[src/rtl/countdown_pkg.sv]
// Shared state encoding and default sizing for the countdown sequencer.
package countdown_pkg;

  typedef enum logic [1:0] {
    ST_IDLE  = 2'd0,
    ST_RUN   = 2'd1,
    ST_PAUSE = 2'd2,
    ST_DONE  = 2'd3
  } state_e;

  localparam int DEF_WIDTH    = 4;
  localparam int DEF_PRESCALE = 50_000_000;

endpackage

[src/rtl/countdown_sequencer_prescaler.sv]
// Free-running prescaler: counts enabled cycles and flags the last one of each period.
module tick_prescaler #(
  parameter int PRESCALE = 4
) (
  input  logic clk_50M,
  input  logic Reset,
  input  logic en,
  input  logic clr,
  output logic tick
);

  localparam int PS_W = (PRESCALE > 1) ? $clog2(PRESCALE) : 1;

  logic [PS_W-1:0] cnt_q;
  logic [PS_W-1:0] cnt_d;

  always_comb begin
    tick = en && (cnt_q == PS_W'(PRESCALE - 1));
  end

  // Clear wins over enable so a stop or a fresh load always restarts the period.
  always_comb begin
    cnt_d = cnt_q;
    if (clr) begin
      cnt_d = '0;
    end else if (en) begin
      if (tick) begin
        cnt_d = '0;
      end else begin
        cnt_d = cnt_q + PS_W'(1);
      end
    end else begin
      cnt_d = cnt_q;
    end
  end

  always_ff @(posedge clk_50M) begin
    if (Reset) begin
      cnt_q <= '0;
    end else begin
      cnt_q <= cnt_d;
    end
  end

endmodule

[src/rtl/countdown_sequencer.sv]
// Countdown controller: load, prescaled decrement, pause/stop and optional auto-reload.
module countdown_sequencer
  import countdown_pkg::*;
#(
  parameter int WIDTH    = DEF_WIDTH,
  parameter int PRESCALE = DEF_PRESCALE
) (
  input  logic             clk_50M,
  input  logic             Reset,
  input  logic             start,
  input  logic             pause,
  input  logic             stop,
  input  logic             auto_reload,
  input  logic [WIDTH-1:0] load_val,
  output logic [WIDTH-1:0] count_out,
  output logic             busy,
  output logic             done_pulse,
  output logic [1:0]       state_out
);

  state_e           state_q, state_d;
  logic [WIDTH-1:0] count_q, count_d;
  logic [WIDTH-1:0] reload_q, reload_d;
  logic             done_q, done_d;
  logic             busy_q, busy_d;
  logic             ps_en_s, ps_clr_s, tick_s;

  assign ps_en_s = (state_q == ST_RUN) && !pause && !stop;

  tick_prescaler #(.PRESCALE(PRESCALE)) u_prescaler (
    .clk_50M (clk_50M),
    .Reset   (Reset),
    .en      (ps_en_s),
    .clr     (ps_clr_s),
    .tick    (tick_s)
  );

  always_comb begin
    state_d  = state_q;
    count_d  = count_q;
    reload_d = reload_q;
    done_d   = 1'b0;
    ps_clr_s = 1'b0;
    if (stop) begin
      state_d  = ST_IDLE;
      count_d  = '0;
      ps_clr_s = 1'b1;
    end else begin
      case (state_q)
        ST_IDLE: begin
          if (start) begin
            reload_d = load_val;
            count_d  = load_val;
            ps_clr_s = 1'b1;
            if (load_val != '0) begin
              state_d = ST_RUN;
            end else begin
              state_d = ST_DONE;
              done_d  = 1'b1;
            end
          end else begin
            state_d = ST_IDLE;
          end
        end
        ST_RUN: begin
          if (pause) begin
            state_d = ST_PAUSE;
          end else if (tick_s && (count_q != '0)) begin
            count_d = count_q - WIDTH'(1);
            if (count_q == WIDTH'(1)) begin
              state_d = ST_DONE;
              done_d  = 1'b1;
            end else begin
              state_d = ST_RUN;
            end
          end else begin
            state_d = ST_RUN;
          end
        end
        ST_PAUSE: begin
          if (!pause) begin
            state_d = ST_RUN;
          end else begin
            state_d = ST_PAUSE;
          end
        end
        ST_DONE: begin
          ps_clr_s = 1'b1;
          // A zero reload would never count down, so it re-terminates every cycle.
          if (auto_reload && (reload_q != '0)) begin
            count_d = reload_q;
            state_d = ST_RUN;
          end else if (auto_reload) begin
            state_d = ST_DONE;
            done_d  = 1'b1;
          end else begin
            count_d = '0;
            state_d = ST_IDLE;
          end
        end
        default: begin
          state_d = ST_IDLE;
          count_d = '0;
        end
      endcase
    end
    busy_d = (state_d != ST_IDLE);
  end

  always_ff @(posedge clk_50M) begin
    if (Reset) begin
      state_q  <= ST_IDLE;
      count_q  <= '0;
      reload_q <= '0;
      done_q   <= 1'b0;
      busy_q   <= 1'b0;
    end else begin
      state_q  <= state_d;
      count_q  <= count_d;
      reload_q <= reload_d;
      done_q   <= done_d;
      busy_q   <= busy_d;
    end
  end

  assign count_out  = count_q;
  assign busy       = busy_q;
  assign done_pulse = done_q;
  assign state_out  = state_q;

endmodule
[config.mk]
export PLATFORM = sky130hd
export DESIGN_NAME = countdown_sequencer
export DESIGN_NICKNAME = d
export VERILOG_FILES = /design/src/rtl/countdown_pkg.sv /design/src/rtl/countdown_sequencer_prescaler.sv /design/src/rtl/countdown_sequencer.sv
export SDC_FILE = /design/constraint.sdc
export NUM_CORES = 1
export LEC_CHECK = 0
export ABC_AREA = 1
export CORE_AREA = 2 2 79 81
export DETAILED_ROUTE_END_ITERATION = 16
export DIE_AREA = 0 0 81 83
export SLEW_MARGIN = 20
export SYNTH_ARGS = -nofsm -noshare
export SYNTH_HDL_FRONTEND = slang
export SYNTH_SLANG_ARGS = --single-unit
[constraint.sdc]
create_clock -name clk_50M -period 4.2 [get_ports clk_50M]
set_input_delay 0.42 -clock clk_50M [delete_from_list [all_inputs] [get_ports clk_50M]]
set_output_delay 0.42 -clock clk_50M [all_outputs]
set_load 0.02 [all_outputs]
Word level (Yosys, flattened, before mapping)
Cells that the tools add are included.
{"block": "totals", "regBits": 38, "out_inout_bits": 8, "elab_cells": 63}
{"block": "classes", "add_sub_neg": 2, "n_eq_ne": 9, "mux": 28, "n_bitwise": 1, "n_reduce_logical": 17}
{"op": "adder 26 x 1 -> 26 bit (second input constant)", "n": 1}
{"op": "equality test 26 bit (second input constant)", "n": 1}
{"op": "2-to-1 mux 26 bit", "n": 1}
{"op": "2-to-1 mux 4 bit", "n": 5}
{"op": "2-to-1 mux 2 bit", "n": 9}
{"op": "one-hot mux 4 bit (3 select lines)", "n": 1}
{"op": "nonzero test 4 bit", "n": 3}
{"op": "2-to-1 mux 1 bit", "n": 9}
{"op": "one-hot mux 2 bit (4 select lines)", "n": 1}
{"op": "logical AND 1 bit", "n": 5}
{"op": "AND reduction 5 bit", "n": 1}
{"op": "equality test 2 bit (second input constant)", "n": 2}
{"op": "equality test 4 x 1 -> 1 bit (second input constant)", "n": 1}
{"op": "!= test 2 bit (second input constant)", "n": 2}
{"op": "OR reduction 2 bit", "n": 2}
{"op": "subtractor 4 x 1 -> 4 bit (second input constant)", "n": 1}
{"op": "!= test 3 bit (second input constant)", "n": 1}
{"op": "one-hot mux 1 bit (3 select lines)", "n": 1}
{"op": "AND reduction 3 bit", "n": 1}
{"op": "nonzero test 3 bit", "n": 1}
{"op": "equality test 2 x 1 -> 1 bit (second input constant)", "n": 1}
{"op": "logical NOT 1 bit", "n": 2}
{"op": "logical NOT 2 bit", "n": 1}
{"op": "!= test 2 x 1 -> 1 bit (second input constant)", "n": 1}
{"op": "3 further kinds", "n": 3}

Logic depth before layout (Yosys ltp)
{"block": "depth", "word_depth": 10, "depth_mapped": 13}

By module
From an unflattened synthesis, not the netlist that was laid out.
{"block": "unflattened", "hier_cells": 378, "hier_area_um2": 2488.6}
{"module": "tick_prescaler", "instances": 1, "cells_each": 242, "area_each_um2": 1631.6, "seq_area_each_um2": 520.5}
{"module": "countdown_sequencer", "instances": 1, "cells_each": 136, "area_each_um2": 857.1, "seq_area_each_um2": 240.2}

Least setup slack after synthesis
Ideal clock, no wire load.
{"block": "synth_timing", "kind": "reg2reg", "startpoint": "register state_q[0], in the netlist state_out[0]", "endpoint": "register u_prescaler.cnt_q[13]", "t_arrival_ns": 1.654, "required_ns": 4.090, "setup_slack_ns": 2.435, "stages_incl_launch_ff": 13, "path_buffers": 2, "synth_period_minus_slack_ns": 1.765, "path_cell_list": "dfxtp_1 ha_1 buf_6 nand2_4 nor2_4 nand2_4 nor2_4 nand2_2 nand2_4 inv_4 buf_6 nand2_1 nor2_1"}
{"block": "synth_between", "elab_chain_len": 5, "elab_cells_between_ends": 10}
{"element": "from (decl)", "line_no": "countdown_sequencer.sv:21", "text": "state_e state_q, state_d;"}
{"element": "from (signal assigned)", "line_no": "countdown_sequencer.sv:118", "text": "state_q <= state_d;"}
{"element": "branches (longest 5 deep; another with equality test 2 bit)"}
{"element": "to (signal assigned)", "line_no": "countdown_sequencer_prescaler.sv:41", "text": "cnt_q <= cnt_d;"}
{"element": "to (decl)", "line_no": "countdown_sequencer_prescaler.sv:14", "text": "logic [PS_W-1:0] cnt_q;"}
Several ways; the timed one is not identified.
A chain may end at the register's enable or synchronous reset.

Worst setup path in the final report
{"block": "layout_timing", "startpoint": "register state_q[1], in the netlist state_out[1]", "endpoint": "register u_prescaler.cnt_q[16]"}
Same word-level chain as after synthesis.

==> impl_metrics.yaml <==
logic_synthesis:
  synth.avg_cell_area_sq_um: 6.499
  synth-seq-area-share_pct: 32.97
  ys_warn_count: 0
  synthesis.area_sq_um: 2307
  synth_fp_nets: 374
  synthesized_instance_count: 355
  synth.distinct_cells: 31
  synth_seq_cells: 38
worst_setup_path:
  crit_type: "reg -> reg"
  cp_data_required_time_ns: 4.38
  crit_arrival_ns: 2.23
  path_delay_family: "simple AND/OR/NAND/NOR gates"
  timing.critical_path.buf_inv: 2
  critical_path.cell_chain: "inv_1 -> ha_1 -> nand2_4 -> nor2_4 -> nand2_4 -> nor2_4 -> nand2_2 -> nand2_4 -> inv_4 -> o21ai_1 -> a21boi_1"
  crit_path_end_kind: "flop"
  cpPeakStageDelay_ns: 0.38
  timing.critical_path.slowest_stage_cell: "ha_1"
  critPathMostFrequentCell: "nand2_4"
  worstSetupStartpointType: "flop"
  worst-path-max-fanout: 15
clocking:
  cts_sinks: 38
  root_buffer_cell: "clkbuf_8"
  ctsHtreeMaxLevel: 2
  cts_setup_buffers: 0
  tritoncts: "done"
  clkLatencyLatePin_ns: 0.29
  cts_max_path_buffers: 2
  numCtsBuffers: 5
  cts_hold_buf: 0
  clk_pin_slew_worst_paths_ns: 0.07
  cts_repair_resize_count: 0
place:
  dp_slack_ns: 2.033
  finalWeightedCongestion: 0.8951
  io_buffer_count: 17
  hpwlAfterDp_um: 4121
power:
  p_leak_nw: 1.051
  design_power_total_uw: 687.8
  vdd_drop_max_mv: 0.1323
  pint_uw: 511.2
  netsw_uw: 176.6
  combinationalPowerShare_pct: 10.7
  sequentialPowerShare_pct: 54.1
  clock_group_share_of_total_power_pct: 35.2
  sw_frac_of_total_pct: 25.68
  p_per_cell_area_nw_per_um2: 262.0
sta:
  number_of_hold_violations_in_the_final_report: 0
  max-slew-margin-rel_pct: 73.29
  fin_setup_tns_ns: 0
  setup_ws_ns: 2.150
  rsz0062_at_grt: "false"
  worst_hold_slack_ns: 0.4898
  setup_viol_count_final: 0
  min_period_over_period_pct: 48.82
  worst_pin_slew_ns: 0.3992
  achievable-frequency_ghz: 0.4877
  worst_clock_skew_ns: 0.005347
  drv_slew: 0
  layout_min_cycle_time_ns: 2.050
route:
  first_pass_iters: 4
  number_of_drc_violations_after_detailed_routing_iteration_0: 100
  drcViolationCount: 0
  post_drt_wl_per_cell_um: 11.68
  antenna_left: 0
  drt-vias-per-instance: 4.858
  via_count: 2196
  route.final.wire_length_um: 5280
floorplanning:
  io_pins: 18
  rows: 28
  die_width_um: 81
  dieArea_sq_um: 6723
  initial_core_util_pct: 39.67
  core_region_area_sq_um: 5816
  die_h_um: 83
global_routing:
  antenna_found_initial: 0
  track_usage_pct: 16.40
  first_global_vias: 1960
  grtUsageMet1_pct: 21.18
  grt_max_degree: 16
  gr-usage-met3_pct: 3.587
  grt_pass1_wl_um: 8845
  globalRoute.totalOverflow: 0
  top_usage_layer: "met2"
  global_route_met2_utilization_pct: 27.05
flow_run:
  max_cap_violations: 0
final_layout:
  area_delta_synth_final_pct: 13.77
  drive_gt1_share_pct: 7.162
  finish.net_count: 396
  insertedDiodeCount: 0
  n_fill_cell: 639
min_path:
  worstHoldPathType: "reg -> reg"
outcome:
  status: "finished, final reports clean"
## power by group through the flow
stage / registers, mW / clock network (mW) / logic (mW)
after floorplan: 0.383 / 0 / 0.0452
after global placement: 0.380 / 0 / 0.0729
after detailed placement: 0.380 / 0 / 0.0741
after CTS: 0.372 / 0.248 / 0.0743
after global routing: 0.373 / 0.261 / 0.0824
final: 0.372 / 0.242 / 0.0738
## worst min-delay path, stage by stage, from the launching register on
cell and delay (ns):
dfxtp_1 0.34, inv_1 0.06, a21oi_1 0.05
## cell type report
class,count,area (sq um),area share [%]
clock buffers,7,76.32,2.908
multi-input cells,259,1311,49.95
flip-flops and latches,38,760.7,28.98
well taps,75,93.84,3.575
inverters,56,212.7,8.103
repair buffers,17,170.2,6.482
## cell usage in the layout, fill, tap and decap left out, types with 2 or more instances in the layout
master / synthesis / routed
nor3_1: 17 / 17
nand3_1: 26 / 26
nor2_4: 4 / 4
clkdlybuf4s50_1: 0 / 17
nand2_2: 4 / 4
a21oi_1: 22 / 22
nand2_1: 82 / 82
ha_1: 9 / 9
nor2_2: 3 / 3
clkbuf_1: 0 / 2
nand4_1: 7 / 7
nor2_1: 55 / 55
o22ai_1: 3 / 3
nor3_2: 3 / 3
dfxtp_1: 38 / 38
a211oi_1: 3 / 3
o21a_1: 2 / 2
clkbuf_8: 0 / 5
inv_1: 54 / 54
nand3_2: 2 / 2
nand2_4: 3 / 3
o21ai_0: 5 / 5
## per-stage QoR
stage,util [%],instances,instance area (sq um)
after global placement,43.83,445,2549
final,45.14,452,2625
after global routing,45.14,452,2625
after floorplan,-,355,2307
after detailed placement,43.83,445,2549
after CTS,45.14,452,2625
## cell families (layout without fill, tap and decap cells)
kind of cell,Yosys count,count (layout),synth area share [%]
and+or+nand+nor,211,211,42.46
buffers and inverters,58,80,10.19
AOI/OAI and AO/OA,38,38,9.111
DFF,38,38,32.97
adders and majority gates,9,9,4.881
xor gates and xnor gates,1,1,0.3797
## final timing paths
kind                                           start               endpoint  slack (ns)  cells past startpoint
worst max-delay path                    state_out[1]  u_prescaler.cnt_q[16]        2.15                     11
worst min-delay path            u_prescaler.cnt_q[5]   u_prescaler.cnt_q[5]        0.49                      2
worst max register to register          state_out[1]  u_prescaler.cnt_q[16]        2.15                     11
worst min register to register  u_prescaler.cnt_q[5]   u_prescaler.cnt_q[5]        0.49                      2
## layer usage
layer,part of all wire (%),routed length [um]
met5,0,0
met4,1.2,63
met3,3.6,192
met2,47,2484
met1,48,2540
## cells in the mapped netlist, drive strengths merged
| library cell | instances | area [sq um] |
|---|---|---|
| o21ai | 6 | 30.02 |
| a31oi | 1 | 6.260 |
| xor2 | 1 | 8.760 |
| o21a | 2 | 15.01 |
| o22ai | 3 | 18.77 |
| nand3 | 28 | 150.1 |
| inv | 56 | 212.7 |
| nand3b | 1 | 7.510 |
| buf | 2 | 22.52 |
| nor2 | 62 | 270.3 |
| or2 | 1 | 6.260 |
| nand2 | 89 | 366.6 |
| nor3 | 20 | 115.1 |
| ha | 9 | 112.6 |
| nand4 | 7 | 43.79 |
| a21boi | 1 | 7.510 |
| a211oi | 3 | 22.52 |
| nor4 | 1 | 6.260 |
| dfxtp | 38 | 760.7 |
| a21oi | 22 | 110.1 |
| and3 | 1 | 6.260 |
| nor3b | 1 | 7.510 |
## sequential cells by signal, summed over array words and instances, names as in the netlist
name	cells
u_prescaler.cnt_q	26
count_out	4
reload_q	4
state_out	2
busy	1
done_pulse	1
Power figures use the tool's default switching activity.
==> edit, RTL diff (same settings) <==
The output `done_pulse` loses its register stage (`done_q` becomes a continuous assignment).
--- a/src/rtl/countdown_sequencer.sv
+++ b/src/rtl/countdown_sequencer.sv
@@ -113,5 +113,4 @@
       count_q  <= '0;
       reload_q <= '0;
-      done_q   <= 1'b0;
       busy_q   <= 1'b0;
     end else begin
@@ -119,8 +118,9 @@
       count_q  <= count_d;
       reload_q <= reload_d;
-      done_q   <= done_d;
       busy_q   <= busy_d;
     end
   end
+
+  assign done_q = done_d;
 
   assign count_out  = count_q;
Behaviour: not the same (Yosys sat finds a counterexample within 4 cycles, from zero or initial values and one cycle with Reset high).
==> edit against the unedited design <==
- register-to-register slack lost 0.16 ns
- area after synthesis shrank 2.6%
- wire length shrank 3.1%
- power grew 7.4%
- via count shrank 2.4%
- utilization shrank 0.49 points
- sequential cell count shrank 1
- final area shrank 1.1%
- worst setup slack lost 1.0 ns
- hold slack lost 0.014 ns
- clock skew grew 0.0015 ns
- critical path type is now flop to output port
- largest cell class unchanged
==> edit: results (changes against the unedited design) <==
* Met1 Use GR at 0.236 (+0.0242)
* Reg2reg setup slack at 1.99 ns (-0.16 ns)
* Nets at 386 (-2.5%)
* Buffer share of cell area at 0.0655 (+0.000719)
* Met1 Wirelength at 2560 um (+0.67%)
* M2 GR Usage at 0.244 (-0.0263)
* Syn Nets at 364 (-2.7%)
* Hold Path End: u_prescaler.cnt_q[13]$_SDFFE_PP0P_
* Status: complete, no violations
* First-pass GRT wire length at 8780 um (-0.78%)
* Post-synthesis sequential area ratio at 0.330 (about the same)
* Drt first pass iters at 4 (unchanged)
* Post-synth top cells: nand2_1, nor2_1, inv_1
* Worst R2R Start: state_out[0]$_SDFF_PP0_
* Critical Path Sink: done_pulse
* Util after Layout at 0.446 (-0.00495)
* Hold WS at 0.476 ns (-0.0136 ns)
* Top post-synthesis cells by area: dfxtp_1, nand2_1, nor2_1, inv_1, nand3_1
* Reg-to-reg endpoint: u_prescaler.cnt_q[14]$_SDFFE_PP0P_
* Root Driver: clkbuf_8
* Worst Path Arrival at 2.63 ns (+0.40 ns)
* Rel. slew slack at 0.556 (-0.177)
* Fill count at 651 (+1.9%)
* Multi-input combinational area share at 0.496 (-0.00314)
* Placer Congestion at 0.826 (-7.7%)
* Non-clock inverter count in the final layout at 53 (-5.4%)
* Initial DRC Count at 91 (-9.0%)
* HP Start: u_prescaler.cnt_q[13]$_SDFFE_PP0P_
* Post-synth ARST share at 0 (unchanged)
* Drt total wl at 5120 um (-3.1%)
* Via count at 2144 (-2.4%)
* Initial antenna violation count at 0 (unchanged)
* Crit path largest cell delay at 0.64 ns (+0.26 ns)
* Detail Placement HPWL at 3960 um (-3.9%)
* Clock network area share at 0.0400 (+0.0109)
* Leakage at 1.04 nW (-1.2%)
* Skew final at 0.00685 ns (+0.00150 ns)
* Ratio of cells with drive above 1 in the final layout at 0.0790 (+0.00740)
* Global-route usage over all layers at 0.165 (+0.00114)
* Worst-path maximum fanout at 14 (-1)
* Postcts setup bufs at 0 (unchanged)
* Seq Cell Count at 37 (-2.6%)
* Non-filler cells, final at 442 (-2.2%)
* Vias in the first global route at 1952 (-0.41%)
* Cells on Worst Hold Path at 2 (unchanged)
* Dpl cell area at 2490 um2 (-2.2%)
* WL met2 at 2270 um (-8.8%)
* Critical-path top delay cell: clkdlybuf4s50_1
* F_max at 0.328 GHz (-33%)
* Pin count of the biggest net entering global routing at 15 (-1)
* Pre-CTS WS at 1.29 ns (-0.746 ns)
* Multi-input combinational cell count at 253 (-2.3%)
* Met3 Routed Length at 214 um (+11%)
* Seq/total area at 0.285 (-0.00450)
* Non-clk bufs at 17 (unchanged)
* Peak supply drop at 0.000141 V (+6.3%)
## edit: cell types whose count changed after synthesis, sizes merged, moves of 3 or more
| cell | unedited run | this run |
|---|---|---|
| a21oi | 22 | 19 |
| inv | 56 | 53 |
| nand2 | 89 | 84 |
| nand3 | 28 | 25 |
| nor3 | 20 | 12 |
| o21ai | 6 | 10 |
## edit: power by group
| part | total, mW | switching (mW) | internal, mW |
|---|---|---|---|
| sequential | 0.362 | 0.00593 | 0.356 |
| combinational | 0.0713 | 0.0411 | 0.0301 |
| clock | 0.305 | 0.132 | 0.173 |
| total | 0.738 | 0.179 | 0.559 |
## edit: logic make-up after synthesis
| family | after synthesis | share of synthesized area |
|---|---|---|
| simple gates | 197 | 0.394 |
| buf+inv | 55 | 0.0969 |
| compound gates | 44 | 0.118 |
| flops | 37 | 0.330 |
| fa+ha+maj | 9 | 0.0501 |
| xor+xnor | 3 | 0.0117 |
## edit: tightest hold or removal path, cell delays in order (launching register included)
cell	delay, ns
dfxtp_1	0.33
inv_1	0.05
a21oi_1	0.05
